<file path="config.mk">
export PLATFORM = sky130hd
export DESIGN_NAME = acia_tx_flat
export DESIGN_NICKNAME = d
export VERILOG_FILES = /design/src/rtl/acia_pkg.sv /design/src/rtl/acia_tx_if.sv /design/src/rtl/acia_tx_fifo.sv /design/src/rtl/acia_tx.sv /design/src/flat_wrapper.sv
export SDC_FILE = /design/constraint.sdc
export NUM_CORES = 1
export LEC_CHECK = 0
export CAP_MARGIN = 25
export CORE_ASPECT_RATIO = 1.75
export CORE_MARGIN = 1.5
export CORE_UTILIZATION = 30
export DETAILED_ROUTE_END_ITERATION = 10
export SKIP_LAST_GASP = 1
export SLEW_MARGIN = 20
export SYNTH_ARGS = -nofsm -noshare
export SYNTH_HDL_FRONTEND = slang
export SYNTH_HIERARCHICAL = 1
export SYNTH_SLANG_ARGS = --single-unit
</file>
<file path="constraint.sdc">
create_clock -name clk -period 4.1 [get_ports clk]
set_clock_uncertainty 0.15 [all_clocks]
set_input_delay 0.615 -clock clk [delete_from_list [all_inputs] [get_ports clk]]
set_output_delay 0.615 -clock clk [all_outputs]
set_load 0.1 [all_outputs]
</file>
<file path="src/rtl/acia_pkg.sv">
// acia_pkg: types and constants shared by the ACIA transmitter and receiver
package acia_pkg;
    typedef enum logic [1:0] {IDLE, START, DATA, STOP} acia_state_e;
    localparam int ACIA_DATA_BITS = 8;
    localparam int ACIA_FRAME_BITS = 10;
    localparam logic ACIA_START_LVL = 1'b0;
    localparam logic ACIA_STOP_LVL = 1'b1;
endpackage

</file>
<file path="src/rtl/acia_tx_if.sv">
// acia_tx_if: CPU-side write port and serial line of the ACIA transmitter
interface acia_tx_if;
    logic [7:0] tx_dat;
    logic tx_start;
    logic tx_serial;
    logic tx_busy;
    logic tx_full;
    modport master (output tx_dat, tx_start, input tx_serial, tx_busy, tx_full);
    modport slave (input tx_dat, tx_start, output tx_serial, tx_busy, tx_full);
endinterface

</file>
<file path="src/rtl/acia_tx_fifo.sv">
// acia_tx_fifo: show-ahead synchronous byte FIFO, 2^AW entries, registered full
module acia_tx_fifo #(
    parameter int AW = 2
) (
    input  logic       clk,
    input  logic       rst_n,
    input  logic       wr,
    input  logic [7:0] wdat,
    input  logic       rd,
    output logic [7:0] rdat,
    output logic       empty,
    output logic       full
);
    localparam int DEPTH = 1 << AW;
    logic [7:0] mem [DEPTH];
    logic [AW-1:0] wp, rp;
    logic [AW:0] cnt, cnt_n;
    logic do_wr, do_rd;
    assign do_rd = rd && !empty;
    // a full FIFO still takes a write when the same edge pops
    assign do_wr = wr && (cnt != (AW+1)'(DEPTH) || do_rd);
    assign cnt_n = cnt + (AW+1)'(do_wr) - (AW+1)'(do_rd);
    assign empty = cnt == '0;
    assign rdat = mem[rp];
    always_ff @(posedge clk or negedge rst_n) begin
        if (!rst_n) begin
            wp <= '0;
            rp <= '0;
            cnt <= '0;
            full <= 1'b0;
        end else begin
            wp <= wp + AW'(do_wr);
            rp <= rp + AW'(do_rd);
            cnt <= cnt_n;
            full <= cnt_n == (AW+1)'(DEPTH);
        end
    end
    always_ff @(posedge clk) begin
        if (do_wr) mem[wp] <= wdat;
    end
endmodule

</file>
<file path="src/rtl/acia_tx.sv">
// acia_tx: 8N1 serial transmitter; define ACIA_TX_FIFO_EN to queue writes in acia_tx_fifo
module acia_tx
    import acia_pkg::*;
#(
    parameter int SCW = 8,
    parameter int SYM_CNT = 139,
    parameter int FIFO_AW = 2
) (
    input logic clk,
    input logic rst_n,
    acia_tx_if.slave bus
);
    localparam logic [SCW-1:0] RELOAD = SCW'(SYM_CNT - 1);
    if (SYM_CNT < 2 || SYM_CNT >= (1 << SCW) || FIFO_AW < 1) begin : g_bad_cfg
        $error("acia_tx: SYM_CNT or FIFO_AW out of range");
    end
    acia_state_e state, state_n;
    logic [SCW-1:0] rate, rate_n;
    logic [2:0] bitc, bitc_n;
    logic [7:0] sh, sh_n, din;
    logic line, line_n, tick, avail, load;
`ifdef ACIA_TX_FIFO_EN
    logic fifo_empty, fifo_full;
    acia_tx_fifo #(.AW(FIFO_AW)) u_fifo (
        .clk(clk),
        .rst_n(rst_n),
        .wr(bus.tx_start),
        .wdat(bus.tx_dat),
        .rd(load),
        .rdat(din),
        .empty(fifo_empty),
        .full(fifo_full)
    );
    assign avail = !fifo_empty;
    assign bus.tx_busy = state != IDLE || !fifo_empty;
    assign bus.tx_full = fifo_full;
`else
    assign avail = bus.tx_start;
    assign din = bus.tx_dat;
    assign bus.tx_busy = state != IDLE;
    assign bus.tx_full = state != IDLE;
`endif
    assign tick = rate == '0;
    // the last stop-bit clock may load the next byte so frames run back to back
    assign load = avail && (state == IDLE || (state == STOP && tick));
    assign bus.tx_serial = line;
    always_comb begin
        state_n = state;
        rate_n = rate;
        bitc_n = bitc;
        sh_n = sh;
        line_n = line;
        if (load) begin
            state_n = START;
            rate_n = RELOAD;
            bitc_n = 3'd7;
            sh_n = din;
            line_n = ACIA_START_LVL;
        end else if (state != IDLE) begin
            rate_n = tick ? RELOAD : rate - SCW'(1);
            if (tick) begin
                case (state)
                    START: begin
                        state_n = DATA;
                        line_n = sh[0];
                    end
                    DATA: begin
                        sh_n = sh >> 1;
                        bitc_n = bitc - 3'd1;
                        state_n = bitc == 3'd0 ? STOP : DATA;
                        line_n = bitc == 3'd0 ? ACIA_STOP_LVL : sh[1];
                    end
                    default: begin
                        state_n = IDLE;
                        line_n = ACIA_STOP_LVL;
                    end
                endcase
            end
        end
    end
    always_ff @(posedge clk or negedge rst_n) begin
        if (!rst_n) begin
            state <= IDLE;
            rate <= '0;
            bitc <= '0;
            sh <= '0;
            line <= ACIA_STOP_LVL;
        end else begin
            state <= state_n;
            rate <= rate_n;
            bitc <= bitc_n;
            sh <= sh_n;
            line <= line_n;
        end
    end
endmodule

</file>
<file path="src/flat_wrapper.sv">
// flat-port wrapper written by rule: the top's interface ports become plain ports
module acia_tx_flat import acia_pkg::*;
#(
    parameter int SCW = 8,
    parameter int SYM_CNT = 139,
    parameter int FIFO_AW = 2
)
  (clk, rst_n, bus_tx_dat, bus_tx_start, bus_tx_serial, bus_tx_busy, bus_tx_full);
  acia_tx_if bus_i ();
  input logic clk;
  input logic rst_n;
  input wire logic [$bits(bus_i.tx_dat)-1:0] bus_tx_dat;
  input wire logic [$bits(bus_i.tx_start)-1:0] bus_tx_start;
  output wire logic [$bits(bus_i.tx_serial)-1:0] bus_tx_serial;
  output wire logic [$bits(bus_i.tx_busy)-1:0] bus_tx_busy;
  output wire logic [$bits(bus_i.tx_full)-1:0] bus_tx_full;
  assign bus_i.tx_dat = bus_tx_dat;
  assign bus_i.tx_start = bus_tx_start;
  assign bus_tx_serial = bus_i.tx_serial;
  assign bus_tx_busy = bus_i.tx_busy;
  assign bus_tx_full = bus_i.tx_full;
  acia_tx #(.SCW(SCW), .SYM_CNT(SYM_CNT), .FIFO_AW(FIFO_AW)) u_core (.clk(clk), .rst_n(rst_n), .bus(bus_i));
endmodule
</file>
==> impl_results.md, run 1 <==
* Nets at 144
* Area taken by multi-input logic gates at 649.4 um2
* P_int at 0.3234 mW
* EDFF count, synth at 0
* Crit path DAT at 2400 ps
* Sequential-to-total area share from yosys stat at 43.84%
* HPWL Detailed at 1645 um
* Post-Syn Area at 0.001259 mm2
* Crit-path leading delay family: buffers and inverters
* Remaining global-route overflow at 0
* Largest net degree at the start of global routing at 23
* Clock power share at 38.2%
* CP most frequent cell: inv_1
* CTS tree: yes
* Switching portion of total power at 20.59%
* Critical-path top delay cell: clkdlybuf4s50_1
* Total Power at 0.4073 mW
* Critical path, cell by cell: inv_1 -> ha_1 -> inv_1 -> clkdlybuf4s50_1
* Die X at 51.97 um
* CTS max path bufs at 2
* Worst-path maximum fanout at 8
* VDD IR max at 0.0002155 V
* Total CTS buffers at 3
* Synth Register Bits at 22
* Post-CTS Hold Fix Bufs at 0
* CP Class: register to output pin
* Starting density of the core at 30.91%
* Rel. slew slack at 35.21%
* DRC Markers at 0
* Via Count at 832
* Max-slew violation count at 0
* Clock slew at reported path FFs at 80 ps
* Std-Cell Rows at 31
* Post-DR vias/cell at 4.809
* 1st-iter DRT viols at 14
* Post-route antenna net violation count at 0
* WP data required at 3340 ps
* Sum of negative setup slack at 0 ps
* Combinational power share at 7.0%
* Number of clock sinks at 22
* Achievable frequency at 316.1 MHz
* YS warnings at 6
* Sequential share of power at 54.8%
* Layout area overhead at 17.30%
* Core region area at 0.004073 mm2
* Die H at 88.69 um
* Postcts setup bufs at 0
* Final count of negative-setup-slack endpoints at 0
* Resized cells post-CTS at 0
* Sequential Area at 551.8 um2
* Pwr Density at 275.9 mW/mm2
* Worst path max stage delay at 1170 ps
* LEAKAGE at 0.6818 nW
* Yosys cell types at 34
* Total routed wirelength at 2128 um
* Antenna violations before repair at 0
* Filler cells at 428
* Clock insertion delay at the later pin of the skew report at 260 ps
* Syn nets at 129
* Routability cong. at 0.7890
* Die Area at 0.004609 mm2
* Startpoint Class: register
* ANT cells at 0
* Avg WL per Cell at 12.30 um
* Total GRT Usage at 11.03%
* Min cycle time layout at 3163 ps
* H-tree depth at 1
* Drt pass-1 iters at 4
* Synthesized area per cell at 11.44 um2
* Most common cell after layout, fill and taps aside: dfrtp_1
* Commonest cells after routing, fill and taps aside: dfrtp_1, clkdlybuf4s50_1, nand2_1
* Status: complete, no violations
* Cells after Synth at 110
* Crit end category: output pin
* Buf/Inv on CP at 3
* Final hold violation count at 0
* Worst hold path type: input pin to async pin
* Max cap viols at 0
* Period utilization at 77.16%
* Root Buffer: clkbuf_8
* Post-synthesis async set-or-reset flop share at 100.0%
* Global-route wire length before repair at 3801 um
* RSZ-0062 raised after global routing: false
* Worst-Margin Slew at 968.8 ps
* # IOs at 14
* Port Buf Inserts at 13
* Fraction of layout cells with a size suffix above 1 at 20.16%
* Predominant post-synthesis flop cell: dfrtp_1
* Switching power total at 0.08386 mW
* Vias in the first global route at 860
-- synth_stat cells, types with 2 or more instances --
library cell	number	area share, %
mux2_4	8	9.5
dfrtp_1	21	42
o211ai_1	3	1.8
nor2b_1	3	1.5
o31ai_1	2	1.2
mux2_2	6	5.4
a31oi_1	2	0.99
inv_1	9	2.7
o21ai_0	2	0.80
nor2_1	6	1.8
nor4b_1	2	1.4
nor3_1	2	0.80
xnor2_1	5	3.5
nand2b_1	2	0.99
nand2_1	11	3.3
ha_1	8	8.0
-- power groups by stage --
stage | Combinational [mW] | Clock, mW | Sequential (mW)
after floorplan | 0.00964 | 0 | 0.231
after global placement | 0.0289 | 0 | 0.228
after detailed placement | 0.0295 | 0 | 0.228
after CTS | 0.0297 | 0.160 | 0.223
after global routing | 0.0314 | 0.168 | 0.224
final | 0.0284 | 0.156 | 0.223
-- final cells by class --
type / count / area share, %
Multi-Input combinational cell: 76 / 43.98
Sequential cell: 22 / 37.37
Timing Repair Buffer: 13 / 8.475
Tap cell: 49 / 4.153
Clock buffer: 4 / 3.729
Inverter: 9 / 2.288
-- through the flow --
step           cell area [um2]  hold WS, ps  instances  util [%]  setup slack [ps]
6_report                  1476        154.3        173     36.25             936.6
5_1_grt                   1476        206.3        173     36.25             831.9
4_1_cts                   1481        340.2        173     36.37             915.1
3_5_place_dp              1426        327.5        169     35.02              1209
3_3_place_gp              1426        325.9        169     35.02              1275
2_1_floorplan             1259        169.4        110         -              1480
-- final timing paths --
check                      slack [ps]                               end                        startpoint  cells past startpoint
max                               940                       bus_tx_busy       u_core/state[0]$_DFFE_PN0P_                      4
max in group asynchronous        3290  u_core/bus.tx_serial$_DFFE_PN1P_                             rst_n                      1
min                               150          u_core/sh[1]$_DFFE_PN0P_                             rst_n                      1
max reg2reg                      1790          u_core/sh[4]$_DFFE_PN0P_        u_core/rate[0]$_DFFE_PN0P_                      6
min reg2reg                       340  u_core/bus.tx_serial$_DFFE_PN1P_  u_core/bus.tx_serial$_DFFE_PN1P_                      1
min in group clk                  340  u_core/bus.tx_serial$_DFFE_PN1P_  u_core/bus.tx_serial$_DFFE_PN1P_                      1
-- cell families (layout without fill, tap and decap cells) --
kind of cell | count (synthesis) | in the layout | share of synthesized area (%)
compound gates | 13 | 13 | 7.057
xor+xnor | 6 | 6 | 4.175
fa+ha+maj | 8 | 8 | 7.953
buf+inv | 12 | 26 | 4.572
flops | 22 | 22 | 43.84
mux | 15 | 15 | 15.71
simple gates | 34 | 34 | 16.70
-- registers in the layout, indices dropped and copies added (netlist names) --
| signal | flops |
|---|---|
| u_core/rate | 8 |
| u_core/sh | 8 |
| u_core/bitc | 3 |
| u_core/state | 2 |
| u_core/bus.tx_serial | 1 |
-- routing by layer --
metal | vias to the layer above | GRT usage [%] | wire length [um]
li1 | 408 | - | -
met1 | 398 | 12.37 | 901
met2 | 20 | 19.45 | 1100
met3 | 6 | 1.520 | 55
met4 | 0 | 6.220 | 71
met5 | - | 0 | 0
(Power assumes the default switching activity.)
==> run 2, diff against run 1 <==
==> constraint.sdc (replaced) <==
create_clock -name clk -period 3 [get_ports clk]
set_clock_uncertainty 0.15 [all_clocks]
set_input_delay 0.45 -clock clk [delete_from_list [all_inputs] [get_ports clk]]
set_output_delay 0.45 -clock clk [all_outputs]
set_load 0.1 [all_outputs]
==> run 2 against run 1 <==
  * Sequential power is 37% higher
  * Core utilization is 0.12 points higher
  * Worst setup slack lost 240 ps
  * Total power grew 37%
  * Sequential share of layout area decreased by 0.13 points
  * Register-to-register slack got worse by 1100 ps
  * Count of clock-buffer cells in the layout is the same
  * Flip-flop and latch count unchanged
  * Via count increased by 1.2%
==> impl_results.md, run 2 (synthesis results as in run 1) <==
* Status: complete, no violations
* Worst-path maximum fanout at 13
* Post-CTS Hold Fix Bufs at 0
* CP Class: register to register
* HPWL Detailed at 1749 um
* # IOs at 14
* Worst hold path type: register to register
* Post-route antenna net violation count at 0
* ANT cells at 0
* Max cap viols at 0
* Placed Cells incl. Taps at 170
* Std-Cell Rows at 31
* Port Buf Inserts at 13
* Total CTS buffers at 3
* Period utilization at 76.91%
* Achievable frequency at 433.4 MHz
* LEAKAGE at 0.6875 nW
* Sum of negative setup slack at 0 ps
* Largest net degree at the start of global routing at 23
* Layout area overhead at 17.69%
* CTS max path bufs at 2
* Most common cell after layout, fill and taps aside: dfrtp_1
* Avg WL per Cell at 12.96 um
* Number of clock sinks at 22
* Remaining global-route overflow at 0
* VDD IR max at 0.0003362 V
* Worst r2r src: u_core/rate[0]$_DFFE_PN0P_
* Total GRT Usage at 11.75%
* Startpoint Class: register
* Core region area at 0.004073 mm2
* Crit end category: register
* Critical Path Source: u_core/rate[0]$_DFFE_PN0P_
* Min cycle time layout at 2307 ps
* Hold Startpoint: u_core/bus.tx_serial$_DFFE_PN1P_
* Routability cong. at 0.7898
* Resized cells post-CTS at 0
* Drt pass-1 iters at 4
* 1st-iter DRT viols at 9
* Global-route wire length before repair at 3981 um
* Postcts setup bufs at 0
* Die Area at 0.004609 mm2
* Regs by FF count: u_core/rate x8, u_core/sh x8, u_core/bitc x3
* WP data required at 3010 ps
* Clock slew at reported path FFs at 80 ps
* Clock insertion delay at the later pin of the skew report at 270 ps
* Rel. slew slack at 56.97%
* Vias in the first global route at 932
* Final worst slack at 692.6 ps
* Nets at 145
* Crit path DAT at 2310 ps
* Pwr Density at 377.3 mW/mm2
* Total routed wirelength at 2255 um
* Util after Layout at 36.37%
* Fraction of layout cells with a size suffix above 1 at 22.40%
* H-tree depth at 1
* Worst-Margin Slew at 645.4 ps
* Die H at 88.69 um
* Dpl ws at 700.2 ps
* Filler cells at 431
* Final hold violation count at 0
* Antenna violations before repair at 0
* Starting density of the core at 30.91%
* Via Count at 842
* Max-slew violation count at 0
* Final count of negative-setup-slack endpoints at 0
* Post-DR vias/cell at 4.839
* DRC Markers at 0
* CTS tree: yes
* RSZ-0062 raised after global routing: false
* Design Area, Final at 0.001481 mm2
* Cell Count, Final, Fillers Out at 174
* Commonest cells after routing, fill and taps aside: dfrtp_1, nand2_1, clkdlybuf4s50_1
* Root Buffer: clkbuf_8
* Dpl cell area at 0.001426 mm2
* Die X at 51.97 um
run 2: cell types whose count changed in the layout (fill, tap and decap cells not counted), sizes merged:
cell	change
clkdlybuf4s50	-2
buf	+3
run 2: worst paths after layout:
kind | endpoint | slack (ps) | cells after the start
min in group asynchronous | u_core/bitc[2]$_DFFE_PN0P_ | 380 | 2
min | u_core/bus.tx_serial$_DFFE_PN1P_ | 350 | 1
min reg2reg | u_core/bus.tx_serial$_DFFE_PN1P_ | 350 | 1
max reg2reg | u_core/sh[6]$_DFFE_PN0P_ | 690 | 6
max in group asynchronous | u_core/bus.tx_serial$_DFFE_PN1P_ | 2040 | 2
max | u_core/sh[6]$_DFFE_PN0P_ | 690 | 6
run 2: cell type report:
cell class              instances  area (um2)  share of cell area (%)
well taps                      49       61.31                   4.139
multi-input cells              76       649.4                   43.83
repair buffers                 14       130.1                   8.784
inverters                       9       33.78                   2.280
clock buffers                   4       55.05                   3.716
flip-flops and latches         22       551.8                   37.25
run 2: layer usage:
layer  global-route usage, %  part of all wire, %  vias up  wire length [um]
met5                       0                    0        -                 0
met4                   9.091                  4.3        0                97
met3                   1.014                  2.6        8                59
met2                   20.71                   55       21              1245
met1                   12.47                   38      408               852
li1                        -                    -      405                 -
run 2: metrics by stage:
| step | hold WS, ps | power [mW] |
|---|---|---|
| 2_1_floorplan | 4.409 | 0.3289 |
| 3_3_place_gp | 325.3 | 0.3516 |
| 3_5_place_dp | 340.2 | 0.3528 |
| 4_1_cts | 354.3 | 0.5708 |
| 5_1_grt | 365.6 | 0.5820 |
| 6_report | 350.1 | 0.5589 |
run 2: power breakdown:
part           switching [mW]  total (mW)  internal (mW)
Sequential            0.00293       0.305          0.302
Combinational          0.0166      0.0407         0.0241
Clock                  0.0959       0.213          0.117
Total                   0.115       0.559          0.444
run 2: critical path: stages (launching register included):
cell      delay, ps
dfrtp_1         420
inv_1            90
ha_1            150
nor3b_2         340
a31oi_1         150
nand2b_1        460
mux2_4          420
==> run 3, diff against run 2 <==
==> constraint.sdc (replaced) <==
create_clock -name clk -period 2.12 [get_ports clk]
set_clock_uncertainty 0.15 [all_clocks]
set_input_delay 0.318 -clock clk [delete_from_list [all_inputs] [get_ports clk]]
set_output_delay 0.318 -clock clk [all_outputs]
set_load 0.1 [all_outputs]
==> run 3 against run 2 <==
  * Fmax rose by 11%
  * Sequential share of layout area fell by 3.4 points
  * Via count rose by 5.1%
  * Worst setup slack got worse by 650 ps
  * Die area did not move
  * Total power rose by 57%
  * Non-clock buffer count rose by 6
  * Global-route usage rose by 0.55 points
  * Count of clock-buffer cells in the layout fell by 1
  * Clock power rose by 82%
  * Critical path type unchanged
==> impl_results.md, run 3 (synthesis results as in run 1) <==
* Min cycle time layout at 2082 ps
* R2r setup slk at 40 ps
* CP most frequent cell: mux2_4
* Number of clock sinks at 22
* Setup crit end: u_core/sh[4]$_DFFE_PN0P_
* Post-DR vias/cell at 4.890
* Dpl cell area at 0.001538 mm2
* Regs by FF count: u_core/rate x8, u_core/sh x8, u_core/bitc x3
* Die X at 51.97 um
* Fraction of layout cells with a size suffix above 1 at 29.55%
* Postcts setup bufs at 0
* Worst-Margin Slew at 427.4 ps
* CTS max path bufs at 2
* Startpoint Class: register
* Clock insertion delay at the later pin of the skew report at 260 ps
* Core region area at 0.004073 mm2
* Critical-path top delay cell: dfrtp_1
* Root Buffer: clkbuf_8
* Largest net degree at the start of global routing at 15
* Switching power total at 0.1637 mW
* Pwr Density at 539.4 mW/mm2
* Total CTS buffers at 3
* Crit path DAT at 2080 ps
* Worst-path maximum fanout at 5
* Most common cell after layout, fill and taps aside: dfrtp_1
* Worst reg2reg path endpoint: u_core/sh[4]$_DFFE_PN0P_
* Die H at 88.69 um
* Worst reg2reg path depth at 7
* Final worst slack at 37.65 ps
* # IOs at 14
* Design Area, Final at 0.001632 mm2
* CP Class: register to register
* Sequential share of power at 49.2%
* Achievable frequency at 480.2 MHz
* CTS tree: yes
* Filler cells at 415
* Clock slew at reported path FFs at 80 ps
* Total routed wirelength at 2589 um
* WP data required at 2110 ps
* Dpl ws at 23.88 ps
* Cell Count, Final, Fillers Out at 181
* H-tree depth at 1
* Buf/Inv on CP at 2
* Status: complete, no violations
* Crit-path leading delay family: multiplexers
* WP depth at 7
* Starting density of the core at 30.91%
* Routability cong. at 0.7912
* Vias in the first global route at 970
* Max-slew violation count at 0
* Commonest cells after routing, fill and taps aside: dfrtp_1, nand2_1, clkdlybuf4s50_1
* Total GRT Usage at 12.30%
* Port Buf Inserts at 13
* Post-route antenna net violation count at 0
* Total Power at 0.8801 mW
* Nets at 152
* Max cap viols at 0
* VDD IR max at 0.0003820 V
* LEAKAGE at 0.7431 nW
* ANT cells at 0
* Die Area at 0.004609 mm2
* Sum of negative setup slack at 0 ps
* Remaining global-route overflow at 0
* Avg WL per Cell at 14.30 um
* Critical Path Source: u_core/rate[0]$_DFFE_PN0P_
* Clock power share at 43.9%
* HPWL Detailed at 2080 um
* DRC Markers at 0
* Placed Cells incl. Taps at 176
* Antenna violations before repair at 0
* Critical path, cell by cell: inv_1 -> ha_1 -> nor3b_4 -> buf_6 -> nand4_4 -> mux2_4 -> mux2_4
* Worst r2r src: u_core/rate[0]$_DFFE_PN0P_
* Worst path max stage delay at 420 ps
* Switching portion of total power at 18.59%
* Crit end category: register
* Area taken by multi-input logic gates at 680.7 um2
* Global-route wire length before repair at 4271 um
* Std-Cell Rows at 31
* Worst hold path type: input pin to async pin
* Final count of negative-setup-slack endpoints at 0
* P_int at 0.7165 mW
* Layout area overhead at 29.62%
* Period utilization at 98.22%
* Final hold violation count at 0
* 1st-iter DRT viols at 12
* Combinational power share at 6.9%
* Rel. slew slack at 71.45%
* Via Count at 885
* Sequential Area at 551.8 um2
* Drt pass-1 iters at 3
-- run 3: worst min path at each step --
stage,from,endpoint,slack (ps),depth (start not counted)
global route,rst_n,u_core/state[1]$_DFFE_PN0P_,230,1
finish,rst_n,u_core/state[1]$_DFFE_PN0P_,190,1
detailed placement,u_core/bus.tx_serial$_DFFE_PN1P_,u_core/bus.tx_serial$_DFFE_PN1P_,360,1
floorplan,rst_n,u_core/bitc[0]$_DFFE_PN0P_,-130,0
CTS,rst_n,u_core/bitc[0]$_DFFE_PN0P_,190,1
global placement,u_core/bitc[2]$_DFFE_PN0P_,u_core/bitc[2]$_DFFE_PN0P_,340,2
-- run 3: repair_timing --
item | in CTS | in global routing
hold buffers | 0 | 0
gates resized for setup | 0 | 2
setup endpoints to repair | 0 | 7
endpoints found under the hold margin | 0 | 0
-- run 3: worst register-to-register path: stages (launching register included) --
cell	delay [ps]
dfrtp_1	420
inv_1	90
ha_1	170
nor3b_4	240
buf_6	150
nand4_4	160
mux2_4	340
mux2_4	260
-- run 3: area by class of cell --
class	count	area share (%)
clock inverter	1	1.840
multi-input combinational	77	41.72
timing repair buffer	20	14.03
sequential	22	33.82
tap	49	3.758
clock buffer	3	2.531
inverter	9	2.301
-- run 3: stage by stage --
step / hold WS [ps] / utilization (%)
CTS: 194.9 / 39.51
floorplan: -127.6 / -
finish: 193.7 / 40.06
detailed placement: 358.8 / 37.76
global placement: 340.0 / 37.76
global route: 226.3 / 40.06
-- run 3: power groups by stage --
stage	clock (mW)	sequential, mW	combinational (mW)
after global routing	0.415	0.434	0.0659
after global placement	0	0.441	0.0598
after CTS	0.404	0.433	0.0617
final	0.387	0.433	0.0606
after detailed placement	0	0.441	0.0616
after floorplan	0	0.447	0.0186
-- run 3: metal layers --
metal	part of all wire [%]	track usage, %
met1	36	12.88
met2	62	24.17
met3	1.5	0.5068
met4	0.77	5.502
met5	0	0
